**src/rtl/he_lb_csr_responder.sv**
```systemverilog
// ----------------------------------------------------------------------------
// he_lb_csr_responder
//   MMIO CSR responder for the host-exerciser loopback (HE-LB) register map
//   (byte offsets 0x000-0x180). Host read/write requests are decoded against
//   a flat space of 32-bit words: 64-bit accesses cover an aligned word pair,
//   and 32-bit accesses reach a single word. The block holds the RW control
//   registers and returns the RO identity, status and INFO0 words.
//
//   Ports
//     clk, rst                 single clock, synchronous active-high reset
//     req_*                    MMIO request channel (valid/ready, write, dw,
//                              byte addr, write data, read tag)
//     rsp_*                    read response channel (valid/ready, data, tag)
//     err_misalign             1-cycle pulse on a misaligned access
//     ctl_run_n/start/stop     engine control derived from CTL (0x138)
//     dsm_base, src_addr, dst_addr, num_lines, cfg, stride, inact_thresh
//                              register values driven to the HE-LB engines
//     status0_in/status1_in/error_in
//                              engine status, sampled when the read decodes
// ----------------------------------------------------------------------------
module he_lb_csr_responder #(
    parameter logic [63:0] DFH_VALUE        = 64'h1000_0000_0000_1000,
    parameter logic [63:0] AFU_ID_L         = 64'h0,
    parameter logic [63:0] AFU_ID_H         = 64'h0,
    parameter logic [15:0] CLK_MHZ          = 16'd250,
    parameter logic [7:0]  API_VERSION      = 8'd1,
    parameter logic        ATOMICS          = 1'b0,
    parameter logic [1:0]  BUS_WIDTH_SHIFT  = 2'd1,
    parameter logic [4:0]  LMEM_WIDTH_SHIFT = 5'd4
) (
    input  logic        clk,
    input  logic        rst,
    input  logic        req_valid,
    output logic        req_ready,
    input  logic        req_write,
    input  logic        req_dw,
    input  logic [15:0] req_addr,
    input  logic [63:0] req_wdata,
    input  logic [9:0]  req_tag,
    output logic        rsp_valid,
    input  logic        rsp_ready,
    output logic [63:0] rsp_data,
    output logic [9:0]  rsp_tag,
    output logic        err_misalign,
    output logic        ctl_run_n,
    output logic        ctl_start,
    output logic        ctl_stop,
    output logic [63:0] dsm_base,
    output logic [63:0] src_addr,
    output logic [63:0] dst_addr,
    output logic [19:0] num_lines,
    output logic [63:0] cfg,
    output logic [63:0] stride,
    output logic [31:0] inact_thresh,
    input  logic [63:0] status0_in,
    input  logic [63:0] status1_in,
    input  logic [63:0] error_in
);

    // Qword indices (byte offset >> 3) of every mapped location.
    localparam logic [12:0] Q_DFH      = 13'h000;
    localparam logic [12:0] Q_AFU_ID_L = 13'h001;
    localparam logic [12:0] Q_AFU_ID_H = 13'h002;
    localparam logic [12:0] Q_SCRATCH0 = 13'h020;
    localparam logic [12:0] Q_SCRATCH1 = 13'h021;
    localparam logic [12:0] Q_DSM      = 13'h022;
    localparam logic [12:0] Q_SRC      = 13'h024;
    localparam logic [12:0] Q_DST      = 13'h025;
    localparam logic [12:0] Q_NUMLINES = 13'h026;
    localparam logic [12:0] Q_CTL      = 13'h027;
    localparam logic [12:0] Q_CFG      = 13'h028;
    localparam logic [12:0] Q_INACT    = 13'h029;
    localparam logic [12:0] Q_INT0     = 13'h02A;
    localparam logic [12:0] Q_SWTEST   = 13'h02B;
    localparam logic [12:0] Q_STATUS0  = 13'h02C;
    localparam logic [12:0] Q_STATUS1  = 13'h02D;
    localparam logic [12:0] Q_ERROR    = 13'h02E;
    localparam logic [12:0] Q_STRIDE   = 13'h02F;
    localparam logic [12:0] Q_INFO0    = 13'h030;

    localparam logic [31:0] INFO0 = {LMEM_WIDTH_SHIFT, BUS_WIDTH_SHIFT, ATOMICS,
                                     API_VERSION, CLK_MHZ};

    typedef enum logic [1:0] {
        ST_IDLE      = 2'd0,
        ST_RD_DECODE = 2'd1,
        ST_RD_RSP    = 2'd2
    } state_t;

    state_t      state_r;
    logic        req_ready_r;
    logic        rsp_valid_r;
    logic [63:0] rsp_data_r;
    logic [9:0]  rsp_tag_r;
    logic        err_misalign_r;
    logic [15:0] rd_addr_r;
    logic        rd_dw_r;
    logic [9:0]  rd_tag_r;

    logic [63:0] scratch0_r;
    logic [63:0] scratch1_r;
    logic [63:0] dsm_base_r;
    logic [63:0] src_addr_r;
    logic [63:0] dst_addr_r;
    logic [19:0] num_lines_r;
    logic        ctl_run_r;
    logic        ctl_start_r;
    logic        ctl_stop_r;
    logic [63:0] cfg_r;
    logic [31:0] inact_r;
    logic [31:0] int0_r;
    logic [63:0] swtest_r;
    logic [63:0] stride_r;

    logic        accept_s;
    logic        wr_accept_s;
    logic        rd_accept_s;
    logic        misalign_s;
    logic [12:0] wr_qaddr_s;
    logic        wr_lo_s;
    logic        wr_hi_s;
    logic [31:0] wr_lo_data_s;
    logic [31:0] wr_hi_data_s;
    logic        rd_misalign_s;
    logic [63:0] rd_qword_s;
    logic [63:0] rd_data_s;

    // Replace the enabled 32-bit halves of a stored qword.
    function automatic logic [63:0] merge_qword(input logic [63:0] old_q,
                                                input logic        lo_en,
                                                input logic        hi_en,
                                                input logic [31:0] lo_d,
                                                input logic [31:0] hi_d);
        return {(hi_en ? hi_d : old_q[63:32]), (lo_en ? lo_d : old_q[31:0])};
    endfunction

    assign req_ready    = req_ready_r;
    assign rsp_valid    = rsp_valid_r;
    assign rsp_data     = rsp_data_r;
    assign rsp_tag      = rsp_tag_r;
    assign err_misalign = err_misalign_r;
    assign ctl_run_n    = ctl_run_r;
    assign ctl_start    = ctl_start_r;
    assign ctl_stop     = ctl_stop_r;
    assign dsm_base     = dsm_base_r;
    assign src_addr     = src_addr_r;
    assign dst_addr     = dst_addr_r;
    assign num_lines    = num_lines_r;
    assign cfg          = cfg_r;
    assign stride       = stride_r;
    assign inact_thresh = inact_r;

    // Request decode: handshake, alignment and which word halves a write hits.
    always_comb begin
        accept_s     = req_valid & req_ready_r;
        wr_accept_s  = accept_s & req_write;
        rd_accept_s  = accept_s & ~req_write;
        misalign_s   = req_dw ? (req_addr[1:0] != 2'b00) : (req_addr[2:0] != 3'b000);
        wr_qaddr_s   = req_addr[15:3];
        wr_lo_data_s = req_wdata[31:0];
        if (req_dw) begin
            // A 32-bit write lands on one word; addr[2] picks the half.
            wr_lo_s      = ~req_addr[2];
            wr_hi_s      = req_addr[2];
            wr_hi_data_s = req_wdata[31:0];
        end else begin
            wr_lo_s      = 1'b1;
            wr_hi_s      = 1'b1;
            wr_hi_data_s = req_wdata[63:32];
        end
    end

    // RW register file and the CTL start/stop pulses.
    always_ff @(posedge clk) begin
        if (rst) begin
            scratch0_r  <= 64'h0;
            scratch1_r  <= 64'h0;
            dsm_base_r  <= 64'h0;
            src_addr_r  <= 64'h0;
            dst_addr_r  <= 64'h0;
            num_lines_r <= 20'h0;
            ctl_run_r   <= 1'b0;
            ctl_start_r <= 1'b0;
            ctl_stop_r  <= 1'b0;
            cfg_r       <= 64'h0;
            inact_r     <= 32'h0;
            int0_r      <= 32'h0;
            swtest_r    <= 64'h0;
            stride_r    <= 64'h0;
        end else begin
            ctl_start_r <= 1'b0;
            ctl_stop_r  <= 1'b0;
            if (wr_accept_s && !misalign_s) begin
                case (wr_qaddr_s)
                    Q_SCRATCH0: scratch0_r <= merge_qword(scratch0_r, wr_lo_s, wr_hi_s, wr_lo_data_s, wr_hi_data_s);
                    Q_SCRATCH1: scratch1_r <= merge_qword(scratch1_r, wr_lo_s, wr_hi_s, wr_lo_data_s, wr_hi_data_s);
                    Q_DSM:      dsm_base_r <= merge_qword(dsm_base_r, wr_lo_s, wr_hi_s, wr_lo_data_s, wr_hi_data_s);
                    Q_SRC:      src_addr_r <= merge_qword(src_addr_r, wr_lo_s, wr_hi_s, wr_lo_data_s, wr_hi_data_s);
                    Q_DST:      dst_addr_r <= merge_qword(dst_addr_r, wr_lo_s, wr_hi_s, wr_lo_data_s, wr_hi_data_s);
                    Q_CFG:      cfg_r      <= merge_qword(cfg_r,      wr_lo_s, wr_hi_s, wr_lo_data_s, wr_hi_data_s);
                    Q_SWTEST:   swtest_r   <= merge_qword(swtest_r,   wr_lo_s, wr_hi_s, wr_lo_data_s, wr_hi_data_s);
                    Q_STRIDE:   stride_r   <= merge_qword(stride_r,   wr_lo_s, wr_hi_s, wr_lo_data_s, wr_hi_data_s);
                    Q_NUMLINES: if (wr_lo_s) num_lines_r <= wr_lo_data_s[19:0];
                    Q_INACT:    if (wr_lo_s) inact_r <= wr_lo_data_s;
                    Q_INT0:     if (wr_lo_s) int0_r <= wr_lo_data_s;
                    Q_CTL: begin
                        if (wr_lo_s) begin
                            // Start needs run_n set by this same write.
                            ctl_run_r   <= wr_lo_data_s[0];
                            ctl_start_r <= wr_lo_data_s[0] & wr_lo_data_s[1];
                            ctl_stop_r  <= wr_lo_data_s[2];
                        end
                    end
                    default: ;
                endcase
            end
        end
    end

    // Read data mux for the latched read address.
    always_comb begin
        rd_misalign_s = rd_dw_r ? (rd_addr_r[1:0] != 2'b00) : (rd_addr_r[2:0] != 3'b000);
        case (rd_addr_r[15:3])
            Q_DFH:      rd_qword_s = DFH_VALUE;
            Q_AFU_ID_L: rd_qword_s = AFU_ID_L;
            Q_AFU_ID_H: rd_qword_s = AFU_ID_H;
            Q_SCRATCH0: rd_qword_s = scratch0_r;
            Q_SCRATCH1: rd_qword_s = scratch1_r;
            Q_DSM:      rd_qword_s = dsm_base_r;
            Q_SRC:      rd_qword_s = src_addr_r;
            Q_DST:      rd_qword_s = dst_addr_r;
            Q_NUMLINES: rd_qword_s = {44'h0, num_lines_r};
            Q_CTL:      rd_qword_s = {63'h0, ctl_run_r};
            Q_CFG:      rd_qword_s = cfg_r;
            Q_INACT:    rd_qword_s = {32'h0, inact_r};
            Q_INT0:     rd_qword_s = {32'h0, int0_r};
            Q_SWTEST:   rd_qword_s = swtest_r;
            Q_STATUS0:  rd_qword_s = status0_in;
            Q_STATUS1:  rd_qword_s = status1_in;
            Q_ERROR:    rd_qword_s = error_in;
            Q_STRIDE:   rd_qword_s = stride_r;
            Q_INFO0:    rd_qword_s = {32'h0, INFO0};
            default:    rd_qword_s = 64'h0;
        endcase
        if (rd_misalign_s) begin
            rd_data_s = 64'h0;
        end else if (rd_dw_r) begin
            rd_data_s = {32'h0, (rd_addr_r[2] ? rd_qword_s[63:32] : rd_qword_s[31:0])};
        end else begin
            rd_data_s = rd_qword_s;
        end
    end

    // Read FSM with registered handshake, response and misalign pulse.
    always_ff @(posedge clk) begin
        if (rst) begin
            state_r        <= ST_IDLE;
            req_ready_r    <= 1'b1;
            rsp_valid_r    <= 1'b0;
            rsp_data_r     <= 64'h0;
            rsp_tag_r      <= 10'h0;
            err_misalign_r <= 1'b0;
            rd_addr_r      <= 16'h0;
            rd_dw_r        <= 1'b0;
            rd_tag_r       <= 10'h0;
        end else begin
            err_misalign_r <= accept_s & misalign_s;
            case (state_r)
                ST_IDLE: begin
                    if (rd_accept_s) begin
                        rd_addr_r   <= req_addr;
                        rd_dw_r     <= req_dw;
                        rd_tag_r    <= req_tag;
                        req_ready_r <= 1'b0;
                        state_r     <= ST_RD_DECODE;
                    end
                end
                ST_RD_DECODE: begin
                    rsp_data_r  <= rd_data_s;
                    rsp_tag_r   <= rd_tag_r;
                    rsp_valid_r <= 1'b1;
                    state_r     <= ST_RD_RSP;
                end
                ST_RD_RSP: begin
                    // Data and tag stay put until the host takes them.
                    if (rsp_ready) begin
                        rsp_valid_r <= 1'b0;
                        req_ready_r <= 1'b1;
                        state_r     <= ST_IDLE;
                    end
                end
                default: begin
                    rsp_valid_r <= 1'b0;
                    req_ready_r <= 1'b1;
                    state_r     <= ST_IDLE;
                end
            endcase
        end
    end

endmodule

```
**config.mk**
```make
export PLATFORM = sky130hd
export DESIGN_NAME = he_lb_csr_responder
export DESIGN_NICKNAME = d
export VERILOG_FILES = /design/src/rtl/he_lb_csr_responder.sv
export SDC_FILE = /design/constraint.sdc
export NUM_CORES = 2
export LEC_CHECK = 0
export ABC_AREA = 0
export CORE_AREA = 2 2 290 292
export DETAILED_ROUTE_END_ITERATION = 6
export DIE_AREA = 0 0 292 294
export GPL_TIMING_DRIVEN = 0
export PLACE_DENSITY_LB_ADDON = 0.05
export SLEW_MARGIN = 5
export SYNTH_ARGS = -nofsm -noshare
export SYNTH_HDL_FRONTEND = slang
export SYNTH_SLANG_ARGS = --single-unit
export TNS_END_PERCENT = 50
```
**constraint.sdc**
```tcl
create_clock -name clk -period 4.12 [get_ports clk]
set_input_delay 1.236 -clock clk [delete_from_list [all_inputs] [get_ports clk]]
set_output_delay 1.236 -clock clk [all_outputs]
set_load 0.03 [all_outputs]
```
## After elaboration in Yosys (flattened, before gate mapping)

Index checks and enable logic that the tools add are counted.

| word-level totals | value |
|---|---|
| word-level logic and storage cells | 125 |
| flip-flop bits (word level) | 705 |
| memories kept | 0 |
| input port bits | 288 |
| memory bits (writable) | 0 |
| memory bits (read-only) | 0 |
| bits in latches | 0 |

| cells by class | value |
|---|---|
| $lt $le $gt $ge | 0 |
| $add $sub $neg | 0 |
| $mul | 0 |
| shifts and indexed selects | 0 |
| reductions and logical operators | 33 |
| bitwise logic cells | 12 |
| eq/ne operators | 32 |
| div/mod/pow operators | 0 |
| mux-type cells | 17 |

Operator list:

| cell | count |
|---|---|
| $pmux 64 s17 | 1 |
| $eq 13x6->1 const B | 28 |
| $mux 64 | 2 |
| $mux 32 | 2 |
| $reduce_and 3->1 | 21 |
| $logic_not 13->1 | 1 |
| $mux 1 | 7 |
| $not 1->1 | 7 |
| $pmux 1 s3 | 2 |
| $pmux 2 s3 | 1 |
| $reduce_and 2->1 | 3 |
| $reduce_bool 3->1 | 2 |
| $and 1x1->1 | 5 |
| $mux 2 | 2 |
| $ne 2x2->1 const B | 2 |
| $reduce_bool 2->1 | 2 |
| $reduce_or 4->1 | 1 |
| $eq 2x1->1 const B | 1 |
| $eq 2x2->1 const B | 1 |
| $logic_not 2->1 | 1 |
| $logic_and 1x1->1 | 1 |
| $logic_not 1->1 | 1 |

## Logic depth before layout (Yosys ltp)

| depth | value |
|---|---|
| depth in word-level cells | 6 |
| depth in mapped cells | 10 |

## Worst setup path before layout

Ideal clock, no wire load.

| timing path | value |
|---|---|
| kind | input -> register |
| start point | input req_addr[9] |
| end point | register scratch1_r[10] |
| slack | 1.142 ns |
| arrival | 2.846 ns |
| cell stages on the path | 9 |
| setup time | 0.132 ns |
| path buffers | 3 |
| path through | nor4_4 nand4_4 or3_1 buf_6 or2_1 buf_2 buf_6 nand2_1 a21oi_1 |

| on the way | value |
|---|---|
| cells in the longest elaborated chain, start to end | 2 |

RTL lines:

| what | RTL line | text |
|---|---|---|
| start: declaration | 37 | `input logic [15:0] req_addr,` |
| $eq 13x6->1 | 194 | `case (wr_qaddr_s)` |
| $reduce_and 3->1 (no line) | n/a |  |
| end signal: assignment | 196 | `Q_SCRATCH1: scratch1_r <= merge_qword(scratch1_r, wr_lo_s, wr_hi_s, wr_lo_data_s, wr_hi_data_s);` |
| end: declaration | 101 | `logic [63:0] scratch1_r;` |

No other way between the ends.
A chain may end at the register's enable or synchronous reset.

## Worst setup path in the final report

| timing path | value |
|---|---|
| start point | register rd_addr_r[5] |
| end point | register rsp_data_r[10], in the netlist rsp_data[10] |

| on the way | value |
|---|---|
| cells in the longest elaborated chain, start to end | 5 |
| elaborated cells between the ends (all ways) | 21 |
| those cells by class | eq/ne: 16; mux: 4; reduce/logical: 1 |

RTL lines:

| what | RTL line | text |
|---|---|---|
| start: declaration | 96 | `logic [15:0] rd_addr_r;` |
| start signal: assignment | 271 | `rd_addr_r <= req_addr;` |
| $eq 13x6->1 or $logic_not 13->1 (tied branches) | 223 | `case (rd_addr_r[15:3])` |
| $pmux 64 s17 * | 223 |  |
| $mux 32 | 248 | `rd_data_s = {32'h0, (rd_addr_r[2] ? rd_qword_s[63:32] : rd_qword_s[31:0])};` |
| $mux 64 * | 247 | `end else if (rd_dw_r) begin` |
| $mux 64 * | 245 | `if (rd_misalign_s) begin` |
| end signal: assignment | 279 | `rsp_data_r <= rd_data_s;` |
| end: declaration | 93 | `logic [63:0] rsp_data_r;` |

Mark *: on every way between the ends. The rest lies on a longest branch, timed or not.

==> metrics.cfg <==
[sta]
tightest_slew_ns=1.69
rsz0062_at_grt=yes
slew-limit-headroom=-0.128
finalSetupViolations=39
layout_setup_ws_ns=-0.430
fin_skew_ns=0.0246
hold_viol_final=0
tns_ns=-6.51
max_freq_mhz=220
slew_viol_final=105
fin_crit_ns=4.55
fin_crit_sh=1.10

[floorplanning]
start_util=0.376
ios=740
rows=106
die_w_um=292
die_y_um=294
die_area_mm2=0.0858
core_area_mm2=0.0829

[cts]
cts_tree=yes
cts-buffers-inserted=80
ctsHoldBuffers=0
path_clk_slew_ns=0.06
clockRootBuffer=clkbuf_16
clock_sinks=705
insertion_delay_ns=0.67
clockBufferDepth=3
htreeDepth=3

[placement]
gp_congestion=1.08
io_buffers=738
post-dp-hpwl_mm=174
dp.cells=5426
place_area_mm2=0.0401

[route]
viasPerCell=6.73
ant_nets=0
wl_per_cell_um=41.7
drt-pass1-iter-count=7
first_iter_violations=6574
vias=37700
drc=3
wirelength_mm=234

[final_layout]
final_common_cell=clkdlybuf4s50_1
multi_input_area_mm2=0.0156
fill_cells=8073
area_delta_synth_final_pct=38.3
final_cell_mix=clkdlybuf4s50_1 (738), dfxtp_1 (705), nand2_1 (551)
layout-drive-gt1-share=0.0821
regArea_mm2=0.0141
nets=4722
layout.cells.non_filler=5598
postLayoutCellArea_mm2=0.0431

[synthesis]
synth-simple-area-share=0.168
yosys.area_share.xor_xnor=0.000803
synth_mux_area_frac=0.0938
synth_compound_area_frac=0.234
netlist_area_mm2=0.0312
synth_cells=3602
postSynthNetCount=3890
synth.avg_cell_area_um2=8.65
yosysUniqueCellTypes=85
synth_warnings=0
ys_seq_area_frac=0.453
synth-seq-cells=705
synth_top_family_by_area=compound AO/OA/AOI/OAI gates
synthArstFlopShare=0
synthAdderAreaFrac=0
synthFlopType=dfxtp_1
synth_edf_count=0

[worst_setup_path]
path_cells=clkbuf_1, buf_2, nor2_1, buf_1, a22oi_1, o22ai_1, a221o_1, nor3_1, o31ai_1
rr_worst_depth=9
arrival_ns=5.12
path_class=reg -> reg
required_ns=4.69
crit_slowest_cell=nor2_1
critical_path.max_stage_delay_ns=1.17
path_delay_family=buffers and inverters
timing.rr.end=rsp_data[10]$_SDFFE_PP0P_
path_buf_inv=3
cp-start-kind=flip-flop
cp_max_fo=10
r2r_slack_ns=-0.43
reg2reg_from=rd_addr_r[5]$_SDFFE_PP0P_
crit_path_end_kind=flip-flop

[worst_hold_path]
hold_end=rsp_tag[4]$_SDFFE_PP0P_
hold_path.class=reg -> reg
hold_path_depth=2
hold_start=rd_tag_r[4]$_SDFFE_PP0P_

[global_route]
grt_pass1_wl_mm=302
track_usage=0.519
overflow=0
antenna_found_initial=27
grt_pass1_vias=34000
grt_max_degree=14

[pwr]
p_leak_nw=14.0
power_per_cell_area_mw_per_mm2=386
ir_worst_vdd_uv=298
finalPower_mw=16.6

[status]
failed_checks=design-rule violations, max-capacitance violations, max-slew violations, negative setup slack
status=finished, violations left

[run]
max_cap_violations=12

-- area by class of cell --
type	count	area share
antenna	21	0.00122
buffer	350	0.0372
clock buffer	118	0.0552
clock inverter	27	0.0107
inverter	4	0.000348
multi-input combinational	2543	0.361
sequential	705	0.327
tap	1080	0.0314
timing repair buffer	750	0.175
-- flip-flops by register name (all words and copies together), names as in the netlist, 16 cells and up --
register	flops
cfg	64
dsm_base	64
dst_addr	64
rsp_data	64
scratch0_r	64
scratch1_r	64
src_addr	64
stride	64
swtest_r	64
inact_thresh	32
int0_r	32
num_lines	20
rd_addr_r	16
-- cells in the mapped netlist, drive strengths merged (16+ instances only) --
library cell | number | area share
a21oi | 273 | 0.044
nand3 | 22 | 0.0039
a32oi | 20 | 0.0056
o22ai | 42 | 0.0084
clkbuf | 216 | 0.026
a211oi | 264 | 0.064
nor2 | 486 | 0.061
buf | 134 | 0.025
o21ai | 55 | 0.0088
nor3 | 22 | 0.0040
a221oi | 26 | 0.0073
mux2i | 256 | 0.082
dfxtp | 705 | 0.45
nand2 | 552 | 0.066
o221ai | 16 | 0.0045
mux2 | 24 | 0.0087
a22o | 62 | 0.017
a22oi | 162 | 0.039
-- routing by layer --
metal  vias up  wire, um  track usage
li1      14700         -            -
met1     18200     83900        0.627
met2      3760     92300        0.725
met3       980     37200        0.239
met4        20     20100        0.364
met5         -       124      0.00851
-- worst max-delay path by stage --
stage | cells after the start | end | slack [ns] | startpoint
5_1_grt | 9 | rsp_data[10]$_SDFFE_PP0P_ | -0.11 | rd_addr_r[5]$_SDFFE_PP0P_
4_1_cts | 9 | rsp_data[18]$_SDFFE_PP0P_ | 0.008 | rd_addr_r[5]$_SDFFE_PP0P_
2_1_floorplan | 9 | scratch1_r[10]$_SDFFE_PP0P_ | 1.14 | req_addr[9]
3_5_place_dp | 5 | stride[31]$_SDFFE_PP0P_ | -0.33 | rst
3_3_place_gp | 8 | dsm_base[24]$_SDFFE_PP0P_ | -0.67 | req_addr[9]
6_report | 9 | rsp_data[10]$_SDFFE_PP0P_ | -0.43 | rd_addr_r[5]$_SDFFE_PP0P_
-- per-stage QoR --
step	hold slack [ns]	setup slack, ns	util
after floorplan	0.431	1.14	-
after global routing	0.464	-0.107	0.519
after global placement	0.439	-0.674	0.481
after CTS	0.453	0.00792	0.518
final	0.452	-0.430	0.520
after detailed placement	0.445	-0.332	0.483
-- repair_timing --
item                       4_1_cts  5_1_grt
setup buffers                    6        0
gates resized for setup          2       15
gates cloned                     0        0
setup endpoints to repair        4       20
hold endpoints to repair         0        0
pin swaps                        2        0
-- cells by family after synthesis --
logic type,Yosys count
and+or+nand+nor,1212
AOI/OAI and AO/OA,1045
DFF,705
buffers and inverters,354
muxes,284
xor gates and xnor gates,2
-- worst reg2reg max path: stages (launching register included) --
cell and delay [ns]:
dfxtp_1 0.35, clkbuf_1 0.28, buf_2 0.38, nor2_1 1.17, buf_1 1.15, a22oi_1 0.25, o22ai_1 0.29, a221o_1 0.29
nor3_1 0.09, o31ai_1 0.22
-- power breakdown --
| group | internal, mW | switching [mW] | total, mW |
|---|---|---|---|
| Combinational | 0.448 | 1.32 | 1.77 |
| Clock | 4.75 | 3.26 | 8.01 |
| Sequential | 6.83 | 0.0141 | 6.85 |
Power figures use the tool's default switching activity.
